`config.mk`:
```
export PLATFORM = sky130hd
export DESIGN_NAME = move_input_conditioner
export DESIGN_NICKNAME = d
export VERILOG_FILES = /design/src/rtl/tictactoe_pkg.sv /design/src/rtl/key_debounce.sv /design/src/rtl/move_input_conditioner.sv
export SDC_FILE = /design/constraint.sdc
export NUM_CORES = 1
export LEC_CHECK = 0
export CAP_MARGIN = 15
export CORE_MARGIN = 3
export CORE_UTILIZATION = 57
export CTS_CLUSTER_SIZE = 24
export DETAILED_ROUTE_END_ITERATION = 10
export GPL_ROUTABILITY_DRIVEN = 1
export GPL_TIMING_DRIVEN = 1
export PLACE_DENSITY = 0.79
export SLEW_MARGIN = 20
export SYNTH_ARGS = -nofsm -noshare
export SYNTH_HDL_FRONTEND = slang
export SYNTH_HIERARCHICAL = 1
export SYNTH_SLANG_ARGS = --single-unit
export TNS_END_PERCENT = 1
```
`constraint.sdc`:
```
create_clock -name MAX10_CLK1_50 -period 4.2 [get_ports MAX10_CLK1_50]
set_input_delay 1.26 -clock MAX10_CLK1_50 [delete_from_list [all_inputs] [get_ports MAX10_CLK1_50]]
set_output_delay 1.26 -clock MAX10_CLK1_50 [all_outputs]
set_load 0.1 [all_outputs]
```
`src/rtl/tictactoe_pkg.sv`:
```
// Shared tic-tac-toe types: square encoding, move index type and the
// input-conditioner FSM states, plus one-hot helpers for the move switches.
package tictactoe_pkg;

   localparam int unsigned NUM_SQUARES = 9;

   localparam logic [1:0] SQ_EMPTY = 2'b00;
   localparam logic [1:0] SQ_P1    = 2'b01;
   localparam logic [1:0] SQ_P2    = 2'b10;

   typedef logic [3:0] move_idx_t;

   typedef enum logic [1:0] {
      StIdle,
      StHold,
      StWaitRel
   } mic_state_e;

   function automatic logic is_onehot(input logic [NUM_SQUARES-1:0] v);
      logic [3:0] n;
      n = '0;
      for (int i = 0; i < NUM_SQUARES; i++) begin
         n = n + {3'b000, v[i]};
      end
      return (n == 4'd1);
   endfunction

   function automatic move_idx_t onehot_to_idx(input logic [NUM_SQUARES-1:0] v);
      move_idx_t idx;
      idx = '0;
      for (int i = 0; i < NUM_SQUARES; i++) begin
         if (v[i]) idx = move_idx_t'(i);
      end
      return idx;
   endfunction

endpackage

```
`src/rtl/key_debounce.sv`:
```
// Active-low push-button conditioner: 2-FF synchroniser, tick-gated debounce
// counter, stable level and a registered one-cycle press (1->0) pulse.
module key_debounce #(
   parameter int unsigned DEBOUNCE_TICKS = 10
) (
   input  logic clk_i,
   input  logic rst_i,
   input  logic tick_i,
   input  logic key_n_i,
   output logic stable_o,
   output logic press_o
);

   localparam int unsigned CntW = (DEBOUNCE_TICKS > 1) ? $clog2(DEBOUNCE_TICKS) : 1;

   logic            sync1_q, sync2_q;
   logic            stable_q, stable_d;
   logic [CntW-1:0] cnt_q, cnt_d;
   logic            press_q, press_d;

   always_comb begin
      stable_d = stable_q;
      cnt_d    = cnt_q;
      if (tick_i) begin
         if (sync2_q != stable_q) begin
            if (cnt_q == CntW'(DEBOUNCE_TICKS - 1)) begin
               stable_d = sync2_q;
               cnt_d    = '0;
            end else begin
               cnt_d = cnt_q + 1'b1;
            end
         end else begin
            // Any agreeing sample restarts the count, so glitches never accumulate.
            cnt_d = '0;
         end
      end
      press_d = stable_q & ~stable_d;
   end

   always_ff @(posedge clk_i) begin
      if (rst_i) begin
         sync1_q  <= 1'b1;
         sync2_q  <= 1'b1;
         stable_q <= 1'b1;
         cnt_q    <= '0;
         press_q  <= 1'b0;
      end else begin
         sync1_q  <= key_n_i;
         sync2_q  <= sync1_q;
         stable_q <= stable_d;
         cnt_q    <= cnt_d;
         press_q  <= press_d;
      end
   end

   assign stable_o = stable_q;
   assign press_o  = press_q;

endmodule

```
`src/rtl/move_input_conditioner.sv`:
```
// Board input stage for the game FSM: debounced select/reset keys, synchronised
// move switches, one validated move per select press and a one-cycle reset request.
module move_input_conditioner
   import tictactoe_pkg::*;
#(
   parameter int unsigned CLK_HZ         = 50000000,
   parameter int unsigned TICK_HZ        = 1000,
   parameter int unsigned DEBOUNCE_TICKS = 10
) (
   input  logic                   MAX10_CLK1_50,
   input  logic                   rst,
   input  logic                   key_select_n,
   input  logic                   key_reset_n,
   input  logic [NUM_SQUARES-1:0] sw_move,
   output logic                   move_valid,
   output logic [3:0]             move_idx,
   input  logic                   move_ready,
   output logic                   bad_move,
   output logic                   rst_req
);

   localparam int unsigned TickPeriod = CLK_HZ / TICK_HZ;
   localparam int unsigned TickW      = (TickPeriod > 1) ? $clog2(TickPeriod) : 1;

   logic [TickW-1:0]       tick_cnt_q, tick_cnt_d;
   logic                   tick;
   logic [NUM_SQUARES-1:0] sw_sync1_q, sw_sync2_q;
   logic                   sel_stable, sel_press, rst_stable, rst_press;

   mic_state_e state_q, state_d;
   logic       move_valid_q, move_valid_d;
   move_idx_t  move_idx_q, move_idx_d;
   logic       bad_move_q, bad_move_d;
   logic       rst_req_q, rst_req_d;

   assign tick = (tick_cnt_q == TickW'(TickPeriod - 1));

   always_comb begin
      tick_cnt_d = tick ? '0 : tick_cnt_q + 1'b1;
   end

   key_debounce #(
      .DEBOUNCE_TICKS(DEBOUNCE_TICKS)
   ) u_sel_db (
      .clk_i   (MAX10_CLK1_50),
      .rst_i   (rst),
      .tick_i  (tick),
      .key_n_i (key_select_n),
      .stable_o(sel_stable),
      .press_o (sel_press)
   );

   key_debounce #(
      .DEBOUNCE_TICKS(DEBOUNCE_TICKS)
   ) u_rst_db (
      .clk_i   (MAX10_CLK1_50),
      .rst_i   (rst),
      .tick_i  (tick),
      .key_n_i (key_reset_n),
      .stable_o(rst_stable),
      .press_o (rst_press)
   );

   always_comb begin
      state_d      = state_q;
      move_valid_d = move_valid_q;
      move_idx_d   = move_idx_q;
      bad_move_d   = 1'b0;
      rst_req_d    = 1'b0;
      if (rst_press) begin
         // Reset key overrides everything, including a simultaneous select press.
         rst_req_d    = 1'b1;
         move_valid_d = 1'b0;
         state_d      = sel_stable ? StIdle : StWaitRel;
      end else begin
         unique case (state_q)
            StIdle: begin
               if (sel_press) begin
                  if (is_onehot(sw_sync2_q)) begin
                     move_idx_d   = onehot_to_idx(sw_sync2_q);
                     move_valid_d = 1'b1;
                     state_d      = StHold;
                  end else begin
                     bad_move_d = 1'b1;
                     state_d    = StWaitRel;
                  end
               end
            end
            StHold: begin
               if (move_ready) begin
                  move_valid_d = 1'b0;
                  state_d      = sel_stable ? StIdle : StWaitRel;
               end
            end
            StWaitRel: begin
               if (sel_stable) state_d = StIdle;
            end
            default: state_d = StIdle;
         endcase
      end
   end

   always_ff @(posedge MAX10_CLK1_50) begin
      if (rst) begin
         tick_cnt_q   <= '0;
         sw_sync1_q   <= '0;
         sw_sync2_q   <= '0;
         state_q      <= StIdle;
         move_valid_q <= 1'b0;
         move_idx_q   <= '0;
         bad_move_q   <= 1'b0;
         rst_req_q    <= 1'b0;
      end else begin
         tick_cnt_q   <= tick_cnt_d;
         sw_sync1_q   <= sw_move;
         sw_sync2_q   <= sw_sync1_q;
         state_q      <= state_d;
         move_valid_q <= move_valid_d;
         move_idx_q   <= move_idx_d;
         bad_move_q   <= bad_move_d;
         rst_req_q    <= rst_req_d;
      end
   end

   assign move_valid = move_valid_q;
   assign move_idx   = move_idx_q;
   assign bad_move   = bad_move_q;
   assign rst_req    = rst_req_q;

   // Reset-key level only matters through its press pulse.
   logic unused_rst_stable;
   assign unused_rst_stable = rst_stable;

endmodule
```
# After elaboration in Yosys (flattened, before gate mapping)
# Index checks and enable logic that the tools add are counted.
op_classes:
  addsub: 11
  n_eq_ne: 14
  n_mux: 31
  n_bitwise: 7
  reduce_logical: 8
ops:
  columns: ["cell", "n"]
  rows:
  - ["4-bit 2-to-1 mux", 11]
  - ["4-bit by 1-bit adder with 4-bit output", 5]
  - ["16-bit by 1-bit adder with 16-bit output, second input constant", 1]
  - ["16-bit equality test, second input constant", 1]
  - ["1-bit 2-to-1 mux", 12]
  - ["2-bit 2-to-1 mux", 6]
  - ["4-bit by 1-bit adder with 4-bit output, second input constant", 2]
  - ["4-bit equality test, second input constant", 2]
  - ["4-bit AND reduction", 2]
  - ["3-bit by 1-bit != test with 1-bit output, second input constant", 2]
  - ["2-bit case mux with 3 select lines", 1]
  - ["1-bit inverter", 5]
  - ["3-bit by 1-bit adder with 4-bit output", 1]
  - ["4-bit by 1-bit equality test with 1-bit output, second input constant", 1]
  - ["2-bit != test, second input constant", 2]
  - ["2-bit OR reduction", 2]
  - ["4-bit OR reduction", 1]
  - ["2-bit by 1-bit adder with 3-bit output", 1]
  - ["3-bit by 2-bit != test with 1-bit output, second input constant", 1]
  - ["3-bit AND reduction", 1]
  - ["1-bit by 1-bit adder with 2-bit output", 1]
  - ["1-bit AND", 2]
  - ["2-bit by 1-bit equality test with 1-bit output, second input constant", 1]
  - ["2-bit equality test, second input constant", 1]
  - ["5 further kinds", 6]
totals:
  ff_bits: 59
  output_inout_bits: 7
  elab_cells: 89

# Logic depth before layout (Yosys ltp)
logic_depth:
  word_depth: 13
  mapped_depth: 11

# Hierarchy
# Netlist, hierarchy kept.
by_module_without_submodules:
  columns: ["mod", "n_inst", "cells_per_inst", "area_per_inst_um2", "seq_area_each_um2"]
  rows:
  - ["move_input_conditioner", 1, 192, 1843.0, 860.8]
  - ["key_debounce", 2, 39, 349.1, 160.2]

# Least setup slack after synthesis
# OpenSTA, ideal clock, no wires.
synth_path:
  path_kind: "register -> register"
  from: "register sw_sync2_q[0]"
  to: "register state_q[1]"
  setup_time_ns: 0.086
  arrival_time_ns: 3.596
  required_time_ns: 4.114
  path_slack_ns: 0.518
  path_stages_with_launch: 11
  period_less_slack_ns: 3.682
  path_cell_list: "dfxtp_1 > inv_1 > fa_1 > fa_1 > fa_1 > fa_1 > fa_1 > nor3b_1 > a41o_1 > or4_4 > a221oi_2"
synth_between:
  elab_chain_len: 13
synth_lines:
  columns: ["element", "line", "text"]
  rows:
  - ["start: declaration", "move_input_conditioner.sv:27", "logic [NUM_SQUARES-1:0] sw_sync1_q, sw_sync2_q;"]
  - ["start signal: assignment", "move_input_conditioner.sv:116", "sw_sync2_q <= sw_sync1_q;"]
  - ["1-bit by 1-bit adder with 2-bit output", "tictactoe_pkg.sv:23", "n = n + {3'b000, v[i]};"]
  - ["2-bit by 1-bit adder with 3-bit output", "tictactoe_pkg.sv:23", null]
  - ["3-bit by 1-bit adder with 4-bit output", "tictactoe_pkg.sv:23", null]
  - ["4-bit by 1-bit adder with 4-bit output (5 in a row)", "tictactoe_pkg.sv:23", null]
  - ["4-bit by 1-bit equality test with 1-bit output", "tictactoe_pkg.sv:25", "return (n == 4'd1);"]
  - ["2-bit 2-to-1 mux", "move_input_conditioner.sv:79", "if (is_onehot(sw_sync2_q)) begin"]
  - ["2-bit 2-to-1 mux", "move_input_conditioner.sv:78", "if (sel_press) begin"]
  - ["2-bit case mux with 3 select lines", "move_input_conditioner.sv:76", "unique case (state_q)"]
  - ["2-bit 2-to-1 mux", "move_input_conditioner.sv:70", "if (rst_press) begin"]
  - ["end signal: assignment", "move_input_conditioner.sv:108", "state_q <= StIdle;"]
  - ["end signal: assignment", "move_input_conditioner.sv:117", "state_q <= state_d;"]
  - ["end: declaration", "move_input_conditioner.sv:30", "mic_state_e state_q, state_d;"]
# Every way passes these cells. The select of a mux whose other input is x is not followed.
# A chain may end at the register's enable or synchronous reset.

# Worst setup path after layout
layout_path:
  from: "register sw_sync2_q[3]"
  to: "register state_q[1]"
layout_between:
  elab_chain_len: 11
layout_lines:
  columns: ["element", "line"]
  rows:
  - ["3-bit by 1-bit adder with 4-bit output", "tictactoe_pkg.sv:23"]
  - ["4-bit by 1-bit adder with 4-bit output (5 in a row)", "tictactoe_pkg.sv:23"]
  - ["4-bit by 1-bit equality test with 1-bit output", "tictactoe_pkg.sv:25"]
  - ["2-bit 2-to-1 mux", "move_input_conditioner.sv:79"]
  - ["2-bit 2-to-1 mux", "move_input_conditioner.sv:78"]
  - ["2-bit case mux with 3 select lines", "move_input_conditioner.sv:76"]
  - ["2-bit 2-to-1 mux", "move_input_conditioner.sv:70"]
# Every way passes these cells. The select of a mux whose other input is x is not followed.

==> impl_metrics.json <==
{
  "outcome": "completed",
  "cts.sinks": 59,
  "seq_area_frac_synth_pct": 46.48,
  "reg2regPathDepth": 10,
  "place.gp.congestion": 0.8237,
  "postCtsSetupBuffers": 0,
  "start_util_pct": 61.32,
  "die_h_um": 72.77,
  "syn_inst": 270,
  "finalHoldViolCount": 0,
  "cts_tree": "done",
  "startpoint": "sw_sync2_q[3]",
  "dp.cells": 335,
  "hold_path_startpoint": "u_sel_db/sync1_q",
  "relSlewSlack_pct": 34.11,
  "finalPower_uw": 1154,
  "final_cells": 350,
  "tightest_slew_ns": 0.9852,
  "skew_ns": 0.005241,
  "syn_nets": 292,
  "arrival_ns": 4.09,
  "fin_nets": 318,
  "num_rows": 23,
  "rsz0062_at_grt": "false",
  "clockBufferDepth": 2,
  "switching_share_pct": 20.72,
  "core_area_mm2": 0.004144,
  "max_cap_viol_count": 0,
  "final-setup-viol-count": 0,
  "first_global_vias": 1827,
  "rr_endpoint": "state_q[1]",
  "synth_cell_types": 41,
  "grt_start_max_net_pins": 33,
  "p_per_area_mw_per_mm2": 388.7,
  "wire_per_inst_um": 12.45,
  "synth_warnings": 6,
  "crit_fanout": 4,
  "clock_latency_ns": 0.33,
  "antenna_cells": 0,
  "cts_buffers": 9,
  "clkPwrFrac_pct": 43.3,
  "drc_errors": 0,
  "hold_buffers": 0,
  "worstHoldPathCells": 1,
  "start_kind": "flop",
  "crit_type": "flop to flop",
  "final_common_cell": "dfxtp_1",
  "first_iter_violations": 103,
  "track_usage_pct": 19.63,
  "gr-total-overflow": 0,
  "drt-total-wl_um": 4358,
  "post-route-min-period_ns": 3.845,
  "grt_pass1_wl_um": 7838,
  "ios": 21,
  "cts_resized": 0,
  "required_ns": 4.44,
  "place_hpwl_um": 2980,
  "tns_ns": 0,
  "leakage_uw": 0.001102,
  "root_buffer": "clkbuf_8",
  "worstHoldEndpoint": "u_sel_db/sync2_q",
  "firstDrtPassIters": 4,
  "worstHoldPathType": "flop to flop",
  "port-buffer-count": 20,
  "max_freq_ghz": 0.2601,
  "finalMaxSlewViolations": 0,
  "die_w_um": 72.77,
  "final_cell_mix": "59 x dfxtp_1, 29 x nor2b_1, 28 x nor2_1, 21 x inv_1, 19 x clkdlybuf4s50_1",
  "cts_max_level": 3,
  "synth-seq-cells": 59,
  "drtAntennaViolNets": 0,
  "rrSetupSlack_ns": 0.36,
  "seqPwrFrac_pct": 50.1,
  "power.switching_uw": 239.1,
  "comb_power_share_pct": 6.6,
  "vdd_drop_max_mv": 0.2554,
  "endpoint_kind": "flop",
  "vias": 1860,
  "syn2layout_area_growth_pct": 16.84,
  "reg2reg_from": "sw_sync2_q[3]",
  "vias_per_cell": 5.314,
  "antenna_found_initial": 0,
  "final_layout_size_suffix_gt1_share_pct": 8.000,
  "finalCritPeriodShare_pct": 91.54,
  "power.internal_uw": 915.0,
  "avgSynthCellArea_um2": 9.412,
  "path_clk_slew_ns": 0.06,
  "dieArea_mm2": 0.005295,
  "synthesis.area_mm2": 0.002541
}
[per-layer routing]
layer | global-route usage, % | wire length, um
met4 | 11.48 | 85
met1 | 22.29 | 1958
met5 | 0 | 0
met3 | 6.749 | 209
met2 | 31.86 | 2104
[synthesized netlist by cell type (all sizes together)]
library cell | n | share of area [%]
a311o | 1 | 0.39
nor4b | 1 | 0.34
nor4bb | 1 | 0.39
nand4 | 6 | 1.5
mux2 | 1 | 0.44
nand2b | 10 | 2.5
nor3 | 11 | 2.2
buf | 2 | 0.64
nor3b | 3 | 0.89
ha | 3 | 1.5
a211oi | 2 | 0.98
a211o | 1 | 0.34
nor2b | 29 | 7.1
a221oi | 1 | 0.59
xor2 | 3 | 1.0
and2 | 2 | 0.49
fa | 5 | 3.9
or2 | 4 | 0.98
a21boi | 1 | 0.30
a41o | 2 | 0.79
nand2 | 9 | 1.3
a2111oi | 1 | 0.39
a21o | 3 | 0.89
mux2i | 5 | 2.0
inv | 21 | 3.1
o21ai | 8 | 1.6
nor2 | 28 | 4.1
a21oi | 4 | 0.79
nand3 | 9 | 1.8
or3 | 1 | 0.30
clkbuf | 4 | 0.59
o211ai | 2 | 0.59
or4 | 1 | 0.44
a22o | 4 | 1.4
nor4 | 5 | 1.2
and4 | 1 | 0.34
xnor2 | 15 | 5.2
dfxtp | 59 | 46
a31oi | 1 | 0.25
[power by group through the flow]
stage / registers (uW) / clock network (uW) / logic, uW
global placement: 590 / 0 / 74.3
finish: 579 / 499 / 76.3
detailed placement: 591 / 0 / 76.6
global route: 580 / 544 / 87.2
floorplan: 589 / 0 / 55.6
CTS: 578 / 518 / 77.1
[cell type report]
type,count,area [um2]
flip-flops and latches,59,1181
repair buffers,21,202.7
multi-input cells,184,1250
well taps,50,62.56
inverters,21,78.83
clock buffers,13,158.9
fillers,323,1175
clock inverters,2,35.03
[logic make-up after synthesis]
logic type / count (synthesis) / share of synthesized area (%)
xor gates and xnor gates: 18 / 6.204
muxes: 6 / 2.413
DFF: 59 / 46.48
and+or+nand+nor: 121 / 25.90
adders and majority gates: 8 / 5.416
AOI/OAI and AO/OA: 31 / 9.256
buffers and inverters: 27 / 4.333
[through the flow]
stage          worst slack [ns]  util, %  instance area, um2  hold WS (ns)
6_report                 0.3552    71.65                2969        0.4059
5_1_grt                  0.1861    71.65                2969        0.4130
4_1_cts                  0.3430    71.65                2969        0.4103
3_5_place_dp             0.3673    66.97                2775        0.3991
3_3_place_gp             0.4564    66.97                2775        0.3948
2_1_floorplan            0.5180        -                2541        0.3895
[how the worst max path moves through the flow]
stage	end	slack, ns	cells past startpoint
5_1_grt	move_idx[2]	0.19	10
2_1_floorplan	state_q[1]	0.52	10
6_report	state_q[1]	0.36	10
3_5_place_dp	state_q[1]	0.37	10
3_3_place_gp	state_q[1]	0.46	10
4_1_cts	state_q[1]	0.34	10
[state kept, by name, summed over array words and instances (netlist names), 2 cells and up]
register	count
state_q	2
sw_sync1_q	9
u_sel_db/cnt_q	4
u_rst_db/cnt_q	4
sw_sync2_q	9
move_idx	4
tick_cnt_q	16
[critical path, cell delays in order, from the launching register on]
cell and delay, ns:
dfxtp_1 0.36, inv_1 0.07, fa_1 0.45, fa_1 0.51, fa_1 0.43, fa_1 0.41, fa_1 0.45, nor3b_1 0.15
a41o_1 0.28, or4_4 0.43, a221oi_2 0.24
(Power assumes the default switching activity.)
==> patch, RTL diff (same flow settings) <==
Re-encode `mic_state_e` (3 states) as one-hot, 3 bits wide.
--- a/src/rtl/tictactoe_pkg.sv
+++ b/src/rtl/tictactoe_pkg.sv
@@ -12,6 +12,6 @@
 
-   typedef enum logic [1:0] {
-      StIdle,
-      StHold,
-      StWaitRel
+   typedef enum logic [2:0] {
+      StIdle    = 3'b001,
+      StHold    = 3'b010,
+      StWaitRel = 3'b100
    } mic_state_e;
Formal check against the unedited RTL: same outputs for any inputs over 10 cycles, from zero or initial values and one cycle with rst high; not proved beyond that.
==> patch against the unedited design <==
Area after synthesis rose by 3.2%. Setup slack worse by 0.20 ns. Count of clock-buffer cells in the layout decreased by 3. Sequential cell count increased by 1. Final area grew 3.5%. Synthesized cell count up 1.5%. Hold slack gained 0.0058 ns. Clock skew barely moved. Routed wire length rose by 4.5%. Critical path type unchanged. Critical endpoint is now move_idx[2]. Largest cell class unchanged.
Power is not compared: it rests on default switching activity, and its combinational part moved more than twofold at a synthesized area within 25%.
==> patch: results (changes against the unedited design) <==
worst hold-check path type reg -> reg (unchanged); CTS Buffer Depth 2 (unchanged); Port Buffers 20 (unchanged); CP max stage delay 0.55 ns (was 0.51 ns); dpl cell area 2864 µm² (was 2775 µm²); outcome finished, final reports clean (unchanged); cells on worst reg2reg path 10 (unchanged); vias in the first global route 1,784 (was 1,827); Synth area leaders dfxtp_1 (46%), nor2b_1 (6.4%), xnor2_1 (4.0%) (was dfxtp_1 (46%), nor2b_1 (7.1%), xnor2_1 (5.2%)); Post-CTS Setup Inserts 0 (unchanged); DR iter-0 viols 80 (was 103); Regs by FF count tick_cnt_q x16, sw_sync1_q x9, sw_sync2_q x9 (unchanged); Root Driver clkbuf_8 (unchanged); library cells used by synthesis 50 (was 41); CTS Buf Count 9 (unchanged); commonest cells in the netlist dfxtp_1 (60), nor2b_1 (27), nor2_1 (26), inv_1 (18), nand2_1 (13) (was dfxtp_1 (59), nor2b_1 (29), nor2_1 (28), inv_1 (21), xnor2_1 (15)); CP delay by family, top adder cells (unchanged); nets 321 (was 318); Slew @ Worst Pin 0.9932 ns (was 0.9852 ns); DP HPWL 3048 µm (was 2980 µm); post-synthesis sequential area ratio 0.4578 (was 0.4648); Hold-fix buffers, CTS 0 (unchanged); via count 1,945 (was 1,860); Overall Global Routing Usage 0.1864 (was 0.1963); Critical Path AT 4.26 ns (was 4.09 ns); first-pass GRT wire length 7686 µm (was 7838 µm); maximum fanout along the worst path 5 (was 4); drt first pass iters 5 (was 4); initial antenna violation count 0 (unchanged); Synth Area per Inst 9.576 µm² (was 9.412 µm²); Hold Path Depth 1 (unchanged); placed cell count 340 (was 335); peak supply drop ~0.27 mV; Reg clk slew, reported paths ~0.07 ns; routability cong. 0.8516 (was 0.8237); Lkg Pwr ~1.1 nW; via count normalized by instance count 5.463 (was 5.314); worst slack, placed 0.2441 ns (was 0.3673 ns); final setup margin 0.1600 ns (was 0.3552 ns); Yosys warning count 6 (unchanged); largest net degree at the start of global routing 45 (was 33); Clock Skew 0.005372 ns (was 0.005241 ns); share of layout cells above drive strength 1 0.1020 (was 0.08000); post-cts gate resize count 0 (unchanged); Routed WL per cell 12.80 µm (was 12.45 µm); H-tree levels 3 (unchanged); worst hold margin 0.4117 ns (was 0.4059 ns); ant diodes 0 (unchanged); Fill cells 319 (was 323); clk_lat worst skew ~0.34 ns; asr flop ratio synth 0 (unchanged); Syn Nets 296 (was 292); most frequent CP cell fa_1 (unchanged)
[patch: changes by cell type in the layout (fill, tap and decap cells not counted), sizes merged, moves of 3 or more]
cell	unedited run	this run
nor3	11	6
xnor2	15	12
o41ai	0	3
nand2b	10	6
clkbuf	13	10
xor2	3	6
nand2	9	13
[patch: final cells by class]
type	instances	area (µm²)	area share
inverters	18	67.56	0.02199
repair buffers	22	215.2	0.07003
clock buffers	10	137.6	0.04479
clock inverters	6	71.32	0.02321
flip-flops and latches	60	1201	0.3909
multi-input cells	188	1315	0.4279
well taps	52	65.06	0.02117
[patch: final timing paths]
| path | start | to |
|---|---|---|
| worst max register to register | sw_sync2_q[0] | move_idx[2] |
| worst min register to register | u_sel_db/sync1_q | u_sel_db/sync2_q |
| worst min-delay path | u_sel_db/sync1_q | u_sel_db/sync2_q |
| worst max-delay path | sw_sync2_q[0] | move_idx[2] |
[patch: per-layer routing]
metal | vias up | share of wire | GRT usage
met5 | - | 0 | 0
met4 | 0 | 0.023 | 0.1107
met3 | 9 | 0.048 | 0.05335
met2 | 51 | 0.46 | 0.2795
met1 | 887 | 0.47 | 0.2365
li1 | 998 | - | -
[patch: cells by family (layout without fill, tap and decap cells)]
group / after synthesis / in the layout / synth area share
DFF: 60 / 60 / 0.4578
buffers and inverters: 26 / 56 / 0.04339
xor gates and xnor gates: 18 / 18 / 0.06009
and+or+nand+nor: 123 / 123 / 0.2666
AOI/OAI and AO/OA: 35 / 35 / 0.1044
adders and majority gates: 8 / 8 / 0.05246
muxes: 4 / 4 / 0.01526
[patch: report_power, final]
part | leakage (nW) | switching [mW] | internal (mW)
Sequential | 0.489 | 0.0215 | 0.591
Clock | 0.0995 | 0.239 | 0.295
Combinational | 0.517 | 0.0855 | 0.0720
Total | 1.11 | 0.346 | 0.958
